File: config.mk
export PLATFORM = sky130hd
export DESIGN_NAME = booth_mult_seq
export DESIGN_NICKNAME = d
export VERILOG_FILES = /design/src/rtl/booth_mult_seq.sv
export SDC_FILE = /design/constraint.sdc
export NUM_CORES = 1
export LEC_CHECK = 0
export ABC_CLOCK_PERIOD_IN_PS = 13200
export CAP_MARGIN = 10
export CORE_UTILIZATION = 61
export CTS_CLUSTER_SIZE = 20
export DETAILED_ROUTE_END_ITERATION = 7
export PLACE_DENSITY = 0.95
export SLEW_MARGIN = 5
export SYNTH_ARGS = -nofsm -noshare
export SYNTH_HDL_FRONTEND = slang
export SYNTH_SLANG_ARGS = --single-unit
File: constraint.sdc
create_clock -name clock -period 13.2 [get_ports clock]
set_clock_uncertainty 0.05 [all_clocks]
set_input_delay 2.64 -clock clock [delete_from_list [all_inputs] [get_ports clock]]
set_output_delay 2.64 -clock clock [all_outputs]
set_load 0.02 [all_outputs]
File: src/rtl/booth_mult_seq.sv
// Sequential signed radix-2 Booth multiplier. One shared CSA_32bits adder does the add or subtract step for each of the 32 iterations.
// Optional macro BOOTH_MULT_ZERO_BYPASS_EN: a zero operand seen in IDLE completes on the next cycle.

module CSA_32bits (
  input  logic [31:0] in_a,
  input  logic [31:0] in_b,
  input  logic        cin,
  output logic [31:0] sum,
  output logic        cout,
  output logic        overflow
);
  logic [16:0] lo;
  logic [16:0] hi0;
  logic [16:0] hi1;

  // The upper half is computed for both carry values, and the low half's carry then selects one.
  assign lo       = {1'b0, in_a[15:0]} + {1'b0, in_b[15:0]} + {16'd0, cin};
  assign hi0      = {1'b0, in_a[31:16]} + {1'b0, in_b[31:16]};
  assign hi1      = {1'b0, in_a[31:16]} + {1'b0, in_b[31:16]} + 17'd1;
  assign sum      = {(lo[16] ? hi1[15:0] : hi0[15:0]), lo[15:0]};
  assign cout     = lo[16] ? hi1[16] : hi0[16];
  assign overflow = (in_a[31] == in_b[31]) && (sum[31] != in_a[31]);
endmodule

module booth_mult_seq #(
  parameter int WIDTH     = 32,
  parameter int CNT_WIDTH = 6
) (
  input  logic             clock,
  input  logic             reset,
  input  logic             ctrl_MULT,
  input  logic [WIDTH-1:0] data_operandA,
  input  logic [WIDTH-1:0] data_operandB,
  output logic [WIDTH-1:0] data_result,
  output logic             data_exception,
  output logic             data_resultRDY,
  output logic             busy
);
  typedef enum logic [1:0] {IDLE, RUN, DONE} state_t;

  state_t                  state, state_nxt;
  logic signed [WIDTH-1:0] m_p0;
  logic signed [WIDTH-1:0] u_p0;
  logic signed [WIDTH-1:0] l_p0;
  logic                    q1_p0;
  logic [CNT_WIDTH-1:0]    cnt_p0;

  logic                    do_op;
  logic                    sub_op;
  logic [WIDTH-1:0]        add_b;
  logic [WIDTH-1:0]        sum;
  logic                    add_ovf;
  logic                    unused_cout;
  logic [WIDTH-1:0]        upd;
  logic                    zero_op;
  logic                    bypass;

  // The true sign of the 33-bit add/sub result is sum MSB corrected by overflow, which keeps M = -2^31 exact.
  function automatic logic shift_in(input logic op, input logic [WIDTH-1:0] s,
                                    input logic v, input logic u_msb);
    return op ? (s[WIDTH-1] ^ v) : u_msb;
  endfunction

  function automatic logic out_of_range(input logic [WIDTH-1:0] hi, input logic lo_msb);
    return hi != {WIDTH{lo_msb}};
  endfunction

`ifdef BOOTH_MULT_ZERO_BYPASS_EN
  assign zero_op = (data_operandA == '0) || (data_operandB == '0);
`else
  assign zero_op = 1'b0;
`endif
  assign bypass = (state == IDLE) && zero_op;

  // Booth decode of {L[0], q_1}: 01 adds M, 10 subtracts M, 00/11 pass U through.
  assign do_op  = l_p0[0] ^ q1_p0;
  assign sub_op = l_p0[0] & ~q1_p0;
  assign add_b  = sub_op ? ~m_p0 : m_p0;

  CSA_32bits u_adder (
    .in_a     (u_p0),
    .in_b     (add_b),
    .cin      (sub_op),
    .sum      (sum),
    .cout     (unused_cout),
    .overflow (add_ovf)
  );

  assign upd = do_op ? sum : u_p0;

  always_ff @(posedge clock or posedge reset) begin
    if (reset) state <= IDLE;
    else       state <= state_nxt;
  end

  always_comb begin
    state_nxt = state;
    if (ctrl_MULT) begin
      state_nxt = bypass ? DONE : RUN;
    end else begin
      case (state)
        RUN:     if (cnt_p0 == CNT_WIDTH'(WIDTH - 1)) state_nxt = DONE;
        DONE:    state_nxt = IDLE;
        default: state_nxt = state;
      endcase
    end
  end

  // Iteration stage: load on start, shift P each RUN cycle, publish results from DONE.
  always_ff @(posedge clock or posedge reset) begin
    if (reset) begin
      m_p0           <= '0;
      u_p0           <= '0;
      l_p0           <= '0;
      q1_p0          <= 1'b0;
      cnt_p0         <= '0;
      busy           <= 1'b0;
      data_resultRDY <= 1'b0;
      data_result    <= '0;
      data_exception <= 1'b0;
    end else if (ctrl_MULT) begin
      m_p0           <= data_operandA;
      u_p0           <= '0;
      l_p0           <= bypass ? '0 : data_operandB;
      q1_p0          <= 1'b0;
      cnt_p0         <= '0;
      busy           <= 1'b1;
      data_resultRDY <= 1'b0;
    end else begin
      data_resultRDY <= 1'b0;
      case (state)
        RUN: begin
          u_p0   <= {shift_in(do_op, sum, add_ovf, u_p0[WIDTH-1]), upd[WIDTH-1:1]};
          l_p0   <= {upd[0], l_p0[WIDTH-1:1]};
          q1_p0  <= l_p0[0];
          cnt_p0 <= cnt_p0 + CNT_WIDTH'(1);
        end
        DONE: begin
          data_resultRDY <= 1'b1;
          busy           <= 1'b0;
          data_result    <= l_p0;
          data_exception <= out_of_range(u_p0, l_p0[WIDTH-1]);
        end
        default: ;
      endcase
    end
  end
endmodule

Word level (Yosys, flattened, before mapping)

Index checks and enable logic that the tools add are counted.

Register bits: 140
Output and inout bits: 35
Logic and storage cells: 56

$add $sub $neg: 5
Equal/unequal tests: 7
Mux-type cells: 19
Bitwise gates (word level): 6
Reduce and logical (&&, ||, !) cells: 8

Operators with widths:

| operator                                                        | number |
|---|---|
| 32-bit two-way mux                                              | 6 |
| 32-bit != test                                                  | 1 |
| 32-bit inverter                                                 | 1 |
| 16-bit by 16-bit adder with 17-bit output                       | 1 |
| 17-bit by 1-bit adder with 17-bit output                        | 1 |
| 16-bit by 1-bit adder with 16-bit output, second input constant | 1 |
| 16-bit adder                                                    | 1 |
| 16-bit two-way mux                                              | 1 |
| 6-bit two-way mux                                               | 2 |
| 1-bit two-way mux                                               | 7 |
| 6-bit by 1-bit adder with 6-bit output, second input constant   | 1 |
| 6-bit by 5-bit == test with 1-bit output, second input constant | 1 |
| 2-bit AND reduction                                             | 3 |
| 2-bit nonzero test                                              | 3 |
| 2-bit two-way mux                                               | 2 |
| 2-bit case mux with 2 select lines                              | 1 |
| 3-bit != test, second input constant                            | 1 |
| 3-bit nonzero test                                              | 1 |
| 2-bit by 1-bit == test with 1-bit output, second input constant | 1 |
| 2-bit == test, second input constant                            | 1 |
| 1-bit inverter                                                  | 2 |
| 1-bit XOR                                                       | 2 |
| 1-bit bitwise AND                                               | 1 |
| 1-bit == test                                                   | 1 |
| other kinds (2)                                                 | 2 |

Longest topological paths before layout

Depth after elaboration: 12
Gate-level depth with buffers: 19

Hierarchy

From an unflattened synthesis, not the netlist that was laid out.

Cells, all modules: 815
Area, all modules: 8423.1 µm²

By module, submodules not included:

| module         | instances | cells each | area an instance (µm²) | sequential area each (µm²) |
|---|---|---|---|---|
| booth_mult_seq | 1         | 537        | 6368.6                 | 3503.4 |
| CSA_32bits     | 1         | 278        | 2054.5                 | 0.0 |

Worst setup path before layout

Ideal clock, no wire load.

Path type: input to register
Start point: in ctrl_MULT
End point: reg data_result[10]
Arrival: 3861 ps
Required time: 13025 ps
Path slack: 9164 ps
Stages on the path: 4
Buffers on the path: 2
Path through: clkbuf_1 -> nor2_1 -> clkbuf_1 -> mux2_2

Cells in the longest elaborated chain, start to end: 2

Ends and longest elaborated chain:

| item                          | line | source |
|---|---|---|
| from (decl)                   | 31   | `input logic ctrl_MULT,` |
| 1-bit inverter (no line)      | --   |  |
| 2-bit AND reduction (no line) | --   |  |
| to (signal assigned)          | 141  | `data_result <= l_p0;` |
| to (decl)                     | 34   | `output logic [WIDTH-1:0] data_result,` |

Every way passes these cells.
A chain may end at the register's enable or synchronous reset.

Worst setup path in the final report

Start point: reg q1_p0
End point: reg u_p0[30]

Cells in the longest elaborated chain, start to end: 9
Elaborated cells between the ends (all ways): 12
Classes of those cells: 4 x add/sub; 5 x mux; 3 x bitwise

Ends and longest elaborated chain:

| item                                                                                                        | line       | source |
|---|---|---|
| from (decl)                                                                                                 | 45         | `logic q1_p0;` |
| from (signal assigned)                                                                                      | 135        | `q1_p0 <= l_p0[0];` |
| 1-bit inverter                                                                                              | 77         | `assign sub_op = l_p0[0] & ~q1_p0;` |
| 1-bit bitwise AND                                                                                           | 77         |  |
| 32-bit two-way mux                                                                                          | 78         | `assign add_b = sub_op ? ~m_p0 : m_p0;` |
| 16-bit by 16-bit adder with 17-bit output / 16-bit adder (equally long branches)                            | 17, 18, 19 |  |
| 17-bit by 1-bit adder with 17-bit output / 16-bit by 1-bit adder with 16-bit output (equally long branches) | 17, 19     |  |
| 16-bit two-way mux                                                                                          | 20         | `assign sum = {(lo[16] ? hi1[15:0] : hi0[15:0]), lo[15:0]};` |
| 32-bit two-way mux *                                                                                        | 89         | `assign upd = do_op ? sum : u_p0;` |
| 32-bit two-way mux *                                                                                        | 131        | `case (state)` |
| 32-bit two-way mux *                                                                                        | 121        | `end else if (ctrl_MULT) begin` |
| to (signal assigned)                                                                                        | 133        | `u_p0 <= {shift_in(do_op, sum, add_ovf, u_p0[WIDTH-1]), upd[WIDTH-1:1]};` |
| to (decl)                                                                                                   | 43         | `logic signed [WIDTH-1:0] u_p0;` |

Every way passes the cells marked *; elsewhere a longest branch is shown, timed or not. The select of a mux whose other input is x is not followed.

==> results.toml <==
[layout]
mostFrequentLayoutCells = "dfrtp_1, clkdlybuf4s50_1, nand2_1, o21ai_0, mux2_2"
diodes = 0
layout_commonest_cell = "dfrtp_1"
utilization_pct = 75.43
drive_above_1_share_pct = 12.51
area_growth_pct = 21.00
nNetsFinal = 1012

[pwr]
power_density_mw_per_mm2 = 171.8
swShare_pct = 36.67
p_leak_nw = 4.547
p_comb_share_pct = 38.5
intPower_mw = 1.082
pwr-share-clk_pct = 28.9
netSwitchingPower_mw = 0.6266
irDropWorstVdd_v = 0.0001170
pwr-share-seq_pct = 32.6

[critical_path]
crit_path_max_fanout = 32
cp.required_ns = 13.47
rrSetupSlack_ns = 8.41
start_kind = "flop"
worst_ep_arrival_time_ns = 5.06
end_kind = "flop"
crit_type = "flop to flop"

[grt]
grt_use_total_pct = 29.34
grt_pass1_wl_mm = 32.33
antenna_found_initial = 0
grt_max_degree = 78
grt.overflow.total = 0
grt_pass1_vias = 6721

[synth]
synth-main-ff-cell = "dfrtp_1"
ys_ff_latch = 140
synth_cell_types = 60
synth_largest_area_cell = "dfrtp_1"
netlist_top_cells_area = "dfrtp_1, mux2_2, ha_1"
yosysSeqAreaShare_pct = 42.60
netlist_instances = 826
synth_warnings = 0
synth_top_area_share_pct = 42.60
avgSynthCellArea_um2 = 9.955
async_flop_share_pct = 100.0
synth_edf_count = 0
syn-num-nets = 931
synthesis.area_mm2 = 0.008223

[min_path]
worstHoldPathType = "flop to flop"

[placed_design]
dpl.hpwl_mm = 12.38
place.gp.congestion = 0.8537
port_buffers = 101

[timing]
setup_viol = 0
fmax_mhz = 208.8
slew_violations = 0
fin_setup_tns_ns = 0
fin_crit_ns = 4.790
fin_crit_sh_pct = 36.29
rsz0062_at_grt = "false"
max_slew.worst_pin.slew_ns = 1.002
hold_violations = 0
relSlewSlack_pct = 33.20

[clocking]
ctsResizeCount = 0
htree_num_levels = 4
cts.clk_slew.worst_paths_ns = 0.06
cts_tree = "yes"
ctsLongestPathBuffers = 2
cts_root_buf = "clkbuf_16"
cts_buffers = 17
post-cts-setup-buffers = 0
cts_hold_buf = 0
cts_sinks = 140
worstSkewPairLatency_ns = 0.44

[floorplanning]
start_util_pct = 62.34
fp-row-count = 42
core_area_mm2 = 0.01319
die_area_mm2 = 0.01395
die_h_um = 118.1
fp.dieW_um = 118.1
pin_count = 102

[run]
drv_cap = 0

[route]
drc_errors = 1
first_pass_iters = 8
vias_per_cell = 6.142
wl_per_cell_um = 17.94
antenna_left = 0
wirelength_mm = 19.65
num_vias = 6726
drtIter0Drc = 617

[run_status]
violations = "DRC"
status = "finished with violations"
[per-stage QoR]
stage	hold slack, ns	area (um^2)	power [mW]	instances	worst slack, ns
detailed placement	0.4458	9340	1.190	1064	8.366
global placement	0.4404	9340	1.160	1064	8.450
CTS	0.4577	9950	1.696	1095	8.473
finish	0.4552	9950	1.709	1095	8.410
floorplan	0.4506	8223	1.040	826	6.757
global route	0.4700	9950	1.808	1095	8.207
[power groups by stage]
| stage | Combinational (mW) | Sequential, mW | Clock (mW) |
|---|---|---|---|
| global route | 0.727 | 0.563 | 0.518 |
| floorplan | 0.500 | 0.541 | 0 |
| CTS | 0.647 | 0.553 | 0.496 |
| finish | 0.658 | 0.556 | 0.494 |
| detailed placement | 0.631 | 0.559 | 0 |
| global placement | 0.604 | 0.555 | 0 |
[worst paths after layout]
kind,from,endpoint,cells past startpoint
worst min-delay path,data_result[22]$_DFFE_PP0P_,data_result[22]$_DFFE_PP0P_,1
worst max-delay path,q1_p0$_DFFE_PP0P_,u_p0[30]$_DFFE_PP0P_,16
min in group asynchronous,reset,l_p0[24]$_DFFE_PP0P_,2
max in group asynchronous,reset,m_p0[22]$_DFFE_PP0P_,3
worst max register to register,q1_p0$_DFFE_PP0P_,u_p0[30]$_DFFE_PP0P_,16
worst min register to register,data_result[22]$_DFFE_PP0P_,data_result[22]$_DFFE_PP0P_,1
[layer usage]
metal	wire length, um	GRT usage [%]	vias up
li1	-	-	3110
met1	7999	36.09	3274
met2	9903	49.01	279
met5	0	0	-
met3	1197	6.541	63
met4	547	13.86	0
[synthesized netlist by cell type (2+ instances only)]
| library cell | number |
|---|---|
| dfrtp_1 | 140 |
| nand2_1 | 90 |
| mux2_2 | 64 |
| o21ai_0 | 64 |
| a21oi_1 | 48 |
| xor2_1 | 46 |
| nor2_1 | 44 |
| clkbuf_1 | 42 |
| ha_1 | 36 |
| mux2i_1 | 36 |
| xnor2_1 | 27 |
| inv_1 | 19 |
| a211oi_1 | 15 |
| nor3_1 | 15 |
| nand4_1 | 14 |
| a21o_1 | 13 |
| nand2b_1 | 11 |
| o211ai_1 | 10 |
| nand3_1 | 8 |
| a31oi_1 | 7 |
| and3_1 | 7 |
| nor4_1 | 6 |
| or3_1 | 6 |
| nor2b_1 | 5 |
| nand3b_1 | 4 |
| o21bai_1 | 4 |
| nand4b_1 | 3 |
| a211o_1 | 2 |
| a221oi_1 | 2 |
| fa_1 | 2 |
| nor3b_1 | 2 |
| nor4_4 | 2 |
| o21a_1 | 2 |
| o22ai_1 | 2 |
| o31ai_1 | 2 |
| o41ai_1 | 2 |
[final cells by class]
class / count / area, um^2
Clock buffer: 21 / 470.5
Clock inverter: 10 / 138.9
Fill cell: 826 / 3241
Inverter: 19 / 76.32
Multi-Input combinational cell: 623 / 4494
Sequential cell: 140 / 3503
Tap cell: 176 / 220.2
Timing Repair Buffer: 106 / 1046
[logic make-up after synthesis]
kind of cell / synth area share [%]
AND/OR/NAND/NOR: 13.79
AO/OA/AOI/OAI: 13.83
flip-flops: 42.60
multiplexers: 13.15
XOR/XNOR: 7.775
buffers and inverters: 2.891
adder cells (fa/ha/maj): 5.965
[critical path, cell delays in order, from the launching register on]
cell,delay (ns)
dfrtp_1,0.38
inv_1,0.07
ha_2,0.81
xor2_1,0.18
ha_1,0.25
inv_1,0.09
fa_1,0.22
nand2b_1,0.19
a21oi_1,0.11
or4_1,0.57
nor2b_1,0.19
a211oi_1,0.32
xnor2_1,0.28
nand2_1,0.17
nor4_4,0.29
mux2i_1,0.17
o31ai_1,0.31
[sequential cells by signal (all words and copies together), names as in the netlist]
name            flops
data_result        32
l_p0               32
m_p0               32
u_p0               32
cnt_p0              6
state               2
busy                1
data_exception      1
data_resultRDY      1
q1_p0               1
(Power assumes the default switching activity.)
